**config.mk**
```make
export PLATFORM = sky130hd
export DESIGN_NAME = alu_arbiter
export DESIGN_NICKNAME = d
export VERILOG_FILES = /design/src/rtl/alu_pkg.sv /design/src/rtl/alu.sv /design/src/rtl/alu_arbiter.sv
export SDC_FILE = /design/constraint.sdc
export NUM_CORES = 1
export LEC_CHECK = 0
export BUFFER_PORTS_ARGS = -buffer_cell sky130_fd_sc_hd__buf_4
export CAP_MARGIN = 20
export CORE_MARGIN = 10
export CORE_UTILIZATION = 25
export DETAILED_ROUTE_END_ITERATION = 16
export SYNTH_ARGS = -nofsm -noshare
export SYNTH_HDL_FRONTEND = slang
export SYNTH_SLANG_ARGS = --single-unit
```
**constraint.sdc**
```tcl
create_clock -name clk -period 4.87 [get_ports clk]
set_input_delay 0.7305 -clock clk [delete_from_list [all_inputs] [get_ports clk]]
set_output_delay 0.7305 -clock clk [all_outputs]
set_load 0.1 [all_outputs]
```
**src/rtl/alu_pkg.sv**
```systemverilog
// Shared definitions for the ALU arbiter slice: the default datapath width,
// the op encodings and the arbiter FSM state constants.
package alu_pkg;

    localparam int DEFAULT_DATA_W = 64;

    typedef logic [1:0] alu_op_t;

    localparam alu_op_t ALU_ADD = 2'b00;
    localparam alu_op_t ALU_SUB = 2'b01;
    localparam alu_op_t ALU_AND = 2'b10;
    localparam alu_op_t ALU_XOR = 2'b11;

    typedef logic [1:0] state_t;

    localparam state_t ST_IDLE = 2'd0;
    localparam state_t ST_EXEC = 2'd1;
    localparam state_t ST_RESP = 2'd2;

endpackage

```
**src/rtl/alu.sv**
```systemverilog
// Purely combinational ALU: add, sub, and, xor with signed-overflow flag.
module alu
    import alu_pkg::*;
#(
    parameter int W = DEFAULT_DATA_W
) (
    input  alu_op_t        control,
    input  logic [W-1:0]   a,
    input  logic [W-1:0]   b,
    output logic [W-1:0]   ans,
    output logic           overflow
);

    // Result wraps modulo 2^W; overflow only meaningful for add/sub.
    always_comb begin
        ans      = '0;
        overflow = 1'b0;
        case (control)
            ALU_ADD: begin
                ans      = a + b;
                overflow = (a[W-1] == b[W-1]) && (ans[W-1] != a[W-1]);
            end
            ALU_SUB: begin
                ans      = a - b;
                overflow = (a[W-1] != b[W-1]) && (ans[W-1] != a[W-1]);
            end
            ALU_AND: ans = a & b;
            ALU_XOR: ans = a ^ b;
            default: ans = '0;
        endcase
    end

endmodule

```
**src/rtl/alu_arbiter.sv**
```systemverilog
// Two-requester round-robin front end for a single shared ALU. One operation
// is in flight at a time: IDLE grants, EXEC computes, RESP holds the result
// until the consumer takes it. Condition codes update when the result lands.
module alu_arbiter
    import alu_pkg::*;
#(
    parameter int DATA_W = DEFAULT_DATA_W
) (
    input  logic              clk,
    input  logic              rst,
    input  logic              req0_valid,
    output logic              req0_ready,
    input  alu_op_t           req0_op,
    input  logic [DATA_W-1:0] req0_a,
    input  logic [DATA_W-1:0] req0_b,
    input  logic              req0_set_cc,
    input  logic              req1_valid,
    output logic              req1_ready,
    input  alu_op_t           req1_op,
    input  logic [DATA_W-1:0] req1_a,
    input  logic [DATA_W-1:0] req1_b,
    input  logic              req1_set_cc,
    output logic              rsp_valid,
    input  logic              rsp_ready,
    output logic              rsp_id,
    output logic [DATA_W-1:0] rsp_result,
    output logic              rsp_overflow,
    output logic              cc_zf,
    output logic              cc_sf,
    output logic              cc_of
);

    state_t            state;
    logic              last_grant;
    logic              grant_any;
    logic              grant_id;

    alu_op_t           op_q;
    logic [DATA_W-1:0] a_q;
    logic [DATA_W-1:0] b_q;
    logic              set_cc_q;
    logic              id_q;

    logic [DATA_W-1:0] alu_ans;
    logic              alu_ovf;

    // Pick a winner while idle; on contention favour whoever did not win last.
    always_comb begin
        grant_any = (state == ST_IDLE) && !rst && (req0_valid || req1_valid);
        if (req0_valid && req1_valid) begin
            grant_id = ~last_grant;
        end else begin
            grant_id = req1_valid;
        end
        req0_ready = grant_any && !grant_id;
        req1_ready = grant_any && grant_id;
    end

    // Latch the winning request; holds untouched for the rest of the operation.
    always_ff @(posedge clk) begin
        if (req0_ready) begin
            op_q     <= req0_op;
            a_q      <= req0_a;
            b_q      <= req0_b;
            set_cc_q <= req0_set_cc;
            id_q     <= 1'b0;
        end else if (req1_ready) begin
            op_q     <= req1_op;
            a_q      <= req1_a;
            b_q      <= req1_b;
            set_cc_q <= req1_set_cc;
            id_q     <= 1'b1;
        end
    end

    alu #(.W(DATA_W)) u_alu (
        .control  (op_q),
        .a        (a_q),
        .b        (b_q),
        .ans      (alu_ans),
        .overflow (alu_ovf)
    );

    // Sequencing, response registers and condition codes; reset drops any op.
    always_ff @(posedge clk) begin
        if (rst) begin
            state        <= ST_IDLE;
            last_grant   <= 1'b1;
            rsp_id       <= 1'b0;
            rsp_result   <= '0;
            rsp_overflow <= 1'b0;
            cc_zf        <= 1'b1;
            cc_sf        <= 1'b0;
            cc_of        <= 1'b0;
        end else begin
            case (state)
                ST_IDLE: begin
                    if (grant_any) begin
                        state      <= ST_EXEC;
                        last_grant <= grant_id;
                    end
                end
                ST_EXEC: begin
                    rsp_result   <= alu_ans;
                    rsp_overflow <= alu_ovf;
                    rsp_id       <= id_q;
                    if (set_cc_q) begin
                        cc_zf <= (alu_ans == '0);
                        cc_sf <= alu_ans[DATA_W-1];
                        cc_of <= alu_ovf;
                    end
                    state <= ST_RESP;
                end
                ST_RESP: begin
                    if (rsp_ready) begin
                        state <= ST_IDLE;
                    end
                end
                default: state <= ST_IDLE;
            endcase
        end
    end

    assign rsp_valid = (state == ST_RESP);

endmodule
```
==> summary.md <==
| Metric | Value |
|---|---|
| Kind of end point of the critical path | register |
| Simple-Gate Fraction of Synth Area | 18.39% |
| Adder-cell share of the synthesized area | 8.986% |
| Floorplan die width | 290.3 um |
| Buffering stage count on the worst path with inverters included | 0 |
| Share of post-route cells with drive strength above 1 | 25.99% |
| Maximum capacitance violations | 0 |
| Worst VDD drop | 0.0002642 V |
| H-Tree Level Count | 1 |
| Via density | 5.415 |
| Fillers | 7732 |
| Worst Hold Class | in -> reg |
| Relative slew slack | 22.58% |
| Clock buffer count from CTS | 24 |
| Cell area reported after detailed placement | 0.02224 mm^2 |
| Gr usage total | 17.10% |
| Hold Fails Final Rpt | 0 |
| Time the worst path needs with I/O delays and setup | 4.647 ns |
| Top cells by area, synth | sky130_fd_sc_hd__edfxtp_1 (22%), sky130_fd_sc_hd__ha_1 (8.8%), sky130_fd_sc_hd__mux2_2 (8.5%), sky130_fd_sc_hd__dfxtp_1 (8.0%), sky130_fd_sc_hd__a21oi_1 (5.7%) |
| Wire per inst | 21.81 um |
| Chip Height | 290.3 um |
| Area of the placeable core | 0.07271 mm^2 |
| Clock sink count | 204 |
| Vias post-DR | 19050 |
| Share of the cycle needed by the critical path after routing | 95.43% |
| Critical path launch point type | register |
| Number of failing setup endpoints in the final timing report | 0 |
| Remaining antenna violation count | 0 |
| Post-synth top area cell | sky130_fd_sc_hd__edfxtp_1 |
| Worst Hold Margin | 0.4390 ns |
| Die area | 0.08428 mm^2 |
| Arrival @ worst endpoint | 5.14 ns |
| Port Buffers | 338 |
| Highest-count cells in the layout ignoring fill and taps | sky130_fd_sc_hd__buf_4 (431), sky130_fd_sc_hd__nor2_1 (215), sky130_fd_sc_hd__a21oi_1 (207), sky130_fd_sc_hd__nand2_1 (200), sky130_fd_sc_hd__mux2_2 (138) |
| Clock group share of total power | 27.5% |
| Kind of critical path | reg -> reg |
| Switching portion of total power | 40.81% |
| Post-route cell area | 0.02321 mm^2 |
| Switching power | 3.013 mW |
| Power density over the cells | 318.1 mW/mm^2 |
| Final layout net count | 2938 |
| Number of antenna violations at the first check in global routing | 2 |
| Status | finished, final reports clean |
| Synthesized-area fraction occupied by ao, oa, aoi and oai cells | 26.62% |
| Clock slew seen by the registers of the worst setup and hold paths | 0.08 ns |
| Combinational power share | 43.9% |
| Worst R2R Setup Slack | 0.22 ns |
| Total Routed Length | 76740 um |
| FP Rows | 99 |
| Iteration-0 DRC Markers | 1775 |
| Highest achievable clock rate | 215.2 MHz |
| Biggest fanout along the worst timing path | 14 |
| First-pass DRT Iterations | 5 |
| Synthesized cell area | 0.01827 mm^2 |
| Flip-flop and latch count after synthesis | 204 |
| Internal power of the cells | 4.371 mW |
| Via count of the first global-routing pass | 18730 |
| Wire length of the first global-routing pass | 115300 um |
| Starting density of the core | 25.12% |
| Number of buffers inserted by post-CTS setup repair | 0 |
| Crit-path max cell delay | 0.60 ns |
| Xor-xnor portion of the synthesized cell area | 1.055% |
| Clock buffer depth | 3 |
| Unrepaired setup endpoints after global routing | false |
| Post-synth EDFFs | 131 |
| Top flip-flop cell by instance count after synthesis | sky130_fd_sc_hd__edfxtp_1 |
| Synthesis-to-finish area growth | 27.08% |
| Synth Instances | 2226 |
| TritonCTS clock tree | done |
| Final routed DRC violation total | 0 |
| Measured slew at the worst slew-check pin | 1.161 ns |
| Share of flip-flops with an asynchronous set or reset | 0% |
| Number of distinct library cells after synthesis | 88 |
| Final weighted congestion in routability-driven placement | 1.001 |
| Global route overflow | 0 |
| Dominant combinational cell family by area after synthesis | compound AO/OA/AOI/OAI gates |
| Worst skew pair latency | 0.57 ns |
| Required time at the worst-slack endpoint | 5.36 ns |
| Number of antenna repair diodes | 0 |
| Worst path slowest cell | sky130_fd_sc_hd__or4_1 |
| Average size of a mapped cell | 8.206 um^2 |
| Area share of the largest cell type after synthesis | 21.53% |
| Kind of cell adding the most delay to the critical path | simple AND/OR/NAND/NOR gates |
| Master cell of the clock root buffer | sky130_fd_sc_hd__clkbuf_16 |
| Leakage dissipation | 9.262 nW |
| Most frequent standard cell in the layout excluding fill and tap cells | sky130_fd_sc_hd__buf_4 |
| Maximum clock skew at final layout | 0.02115 ns |
| Pin count of the biggest net entering global routing | 132 |
| Synthesis Warnings | 0 |
| IO Pins | 339 |
| HPWL after detailed placement | 60440 um |
| Critical-path cell list | ha_1 -> nor4_2 -> nand2_1 -> nor3_1 -> nand3_1 -> a211oi_2 -> o21a_1 -> a21oi_1 -> mux2_1 -> o21ai_0 -> a21oi_1 -> or4_1 -> or4_1 -> o31ai_2 |
| Count of pins over their slew limit | 0 |
| Sequential Power Share | 28.5% |
| Mux contribution to synthesized area | 9.610% |
| Number of nets produced by synthesis | 2623 |
| Post-synthesis sequential area ratio | 29.53% |
-- metrics by stage --
step	utilization (%)	TNS, ns	instances	total power, mW	setup slack, ns
finish	31.93	0	3518	7.384	0.2228
global route	31.93	0	3518	7.741	0.03262
CTS	31.83	0	3518	7.384	0.01890
detailed placement	30.58	-0.01725	3474	5.304	-0.01725
global placement	30.58	0	3474	5.309	0.09640
floorplan	-	0	2226	4.182	0.4047
-- per-layer routing --
metal	up-vias	global-route usage (%)	wire (um)
li1	8999	-	-
met1	8974	22.47	32900
met2	936	27.64	34780
met3	136	3.747	6806
met4	4	4.905	2231
met5	-	0	27
-- power groups by stage --
stage | logic [mW] | clock network [mW] | registers (mW)
finish | 3.24 | 2.03 | 2.11
global route | 3.46 | 2.16 | 2.13
CTS | 3.18 | 2.10 | 2.11
detailed placement | 3.16 | 0 | 2.15
global placement | 3.17 | 0 | 2.14
floorplan | 1.67 | 0 | 2.52
-- cell type report --
type,instances,area (um^2),area share (%)
well taps,959,1200,5.169
flip-flops and latches,204,5395,23.24
multi-input cells,1745,11910,51.29
clock inverters,10,171.4,0.7384
repair buffers,435,3316,14.28
inverters,131,495.5,2.134
clock buffers,34,730.7,3.148
-- sequential cells by signal (all words and copies together) (netlist names) --
| name | count |
|---|---|
| state | 2 |
| cc_of | 1 |
| cc_zf | 1 |
| last_grant | 1 |
| b_q | 64 |
| a_q | 64 |
| cc_sf | 1 |
| set_cc_q | 1 |
| rsp_overflow | 1 |
| id_q | 1 |
| rsp_result | 64 |
| op_q | 2 |
| rsp_id | 1 |
-- final timing paths --
path / start / endpoint / cells past startpoint
setup / recovery: a_q[30]$_DFFE_PP_ / cc_zf$_SDFFE_PP1P_ / 14
hold / removal: rsp_ready / state[1]$_SDFFE_PP0P_ / 3
setup reg to reg: a_q[30]$_DFFE_PP_ / cc_zf$_SDFFE_PP1P_ / 14
hold reg to reg: id_q$_SDFFE_PP0P_ / id_q$_SDFFE_PP0P_ / 2
-- worst register-to-register path, stage by stage (launching register included) --
cell and delay [ns]:
sky130_fd_sc_hd__edfxtp_1 0.40, sky130_fd_sc_hd__ha_1 0.51, sky130_fd_sc_hd__nor4_2 0.57, sky130_fd_sc_hd__nand2_1 0.10, sky130_fd_sc_hd__nor3_1 0.34, sky130_fd_sc_hd__nand3_1 0.15
sky130_fd_sc_hd__a211oi_2 0.40, sky130_fd_sc_hd__o21a_1 0.17, sky130_fd_sc_hd__a21oi_1 0.09, sky130_fd_sc_hd__mux2_1 0.32, sky130_fd_sc_hd__o21ai_0 0.19, sky130_fd_sc_hd__a21oi_1 0.13
sky130_fd_sc_hd__or4_1 0.60, sky130_fd_sc_hd__or4_1 0.44, sky130_fd_sc_hd__o31ai_2 0.21
-- Yosys cell counts, types with 25 or more instances --
| master | count |
|---|---|
| sky130_fd_sc_hd__o31ai_1 | 33 |
| sky130_fd_sc_hd__nor2_1 | 216 |
| sky130_fd_sc_hd__nand4_1 | 37 |
| sky130_fd_sc_hd__mux2_2 | 138 |
| sky130_fd_sc_hd__ha_1 | 128 |
| sky130_fd_sc_hd__nor3_1 | 65 |
| sky130_fd_sc_hd__a21oi_1 | 208 |
| sky130_fd_sc_hd__o21ai_0 | 106 |
| sky130_fd_sc_hd__nor2b_1 | 25 |
| sky130_fd_sc_hd__inv_1 | 122 |
| sky130_fd_sc_hd__nor4_1 | 47 |
| sky130_fd_sc_hd__edfxtp_1 | 131 |
| sky130_fd_sc_hd__a211oi_1 | 57 |
| sky130_fd_sc_hd__nand2_1 | 200 |
| sky130_fd_sc_hd__dfxtp_1 | 73 |
| sky130_fd_sc_hd__nand3_1 | 48 |
| sky130_fd_sc_hd__a31oi_1 | 26 |
| sky130_fd_sc_hd__clkbuf_1 | 113 |
-- cell families after synthesis --
family                     count (synthesis)
and+or+nand+nor                          715
buffers and inverters                    277
muxes                                    158
adders and majority gates                130
DFF                                      204
AOI/OAI and AO/OA                        720
xor gates and xnor gates                  22
-- repair_timing --
item,CTS,global route
hold buffers,0,0
resized for setup,1,14
endpoints found under the setup margin,1,3
gates cloned,0,0
No activity file was read; power rests on OpenSTA's default activity.
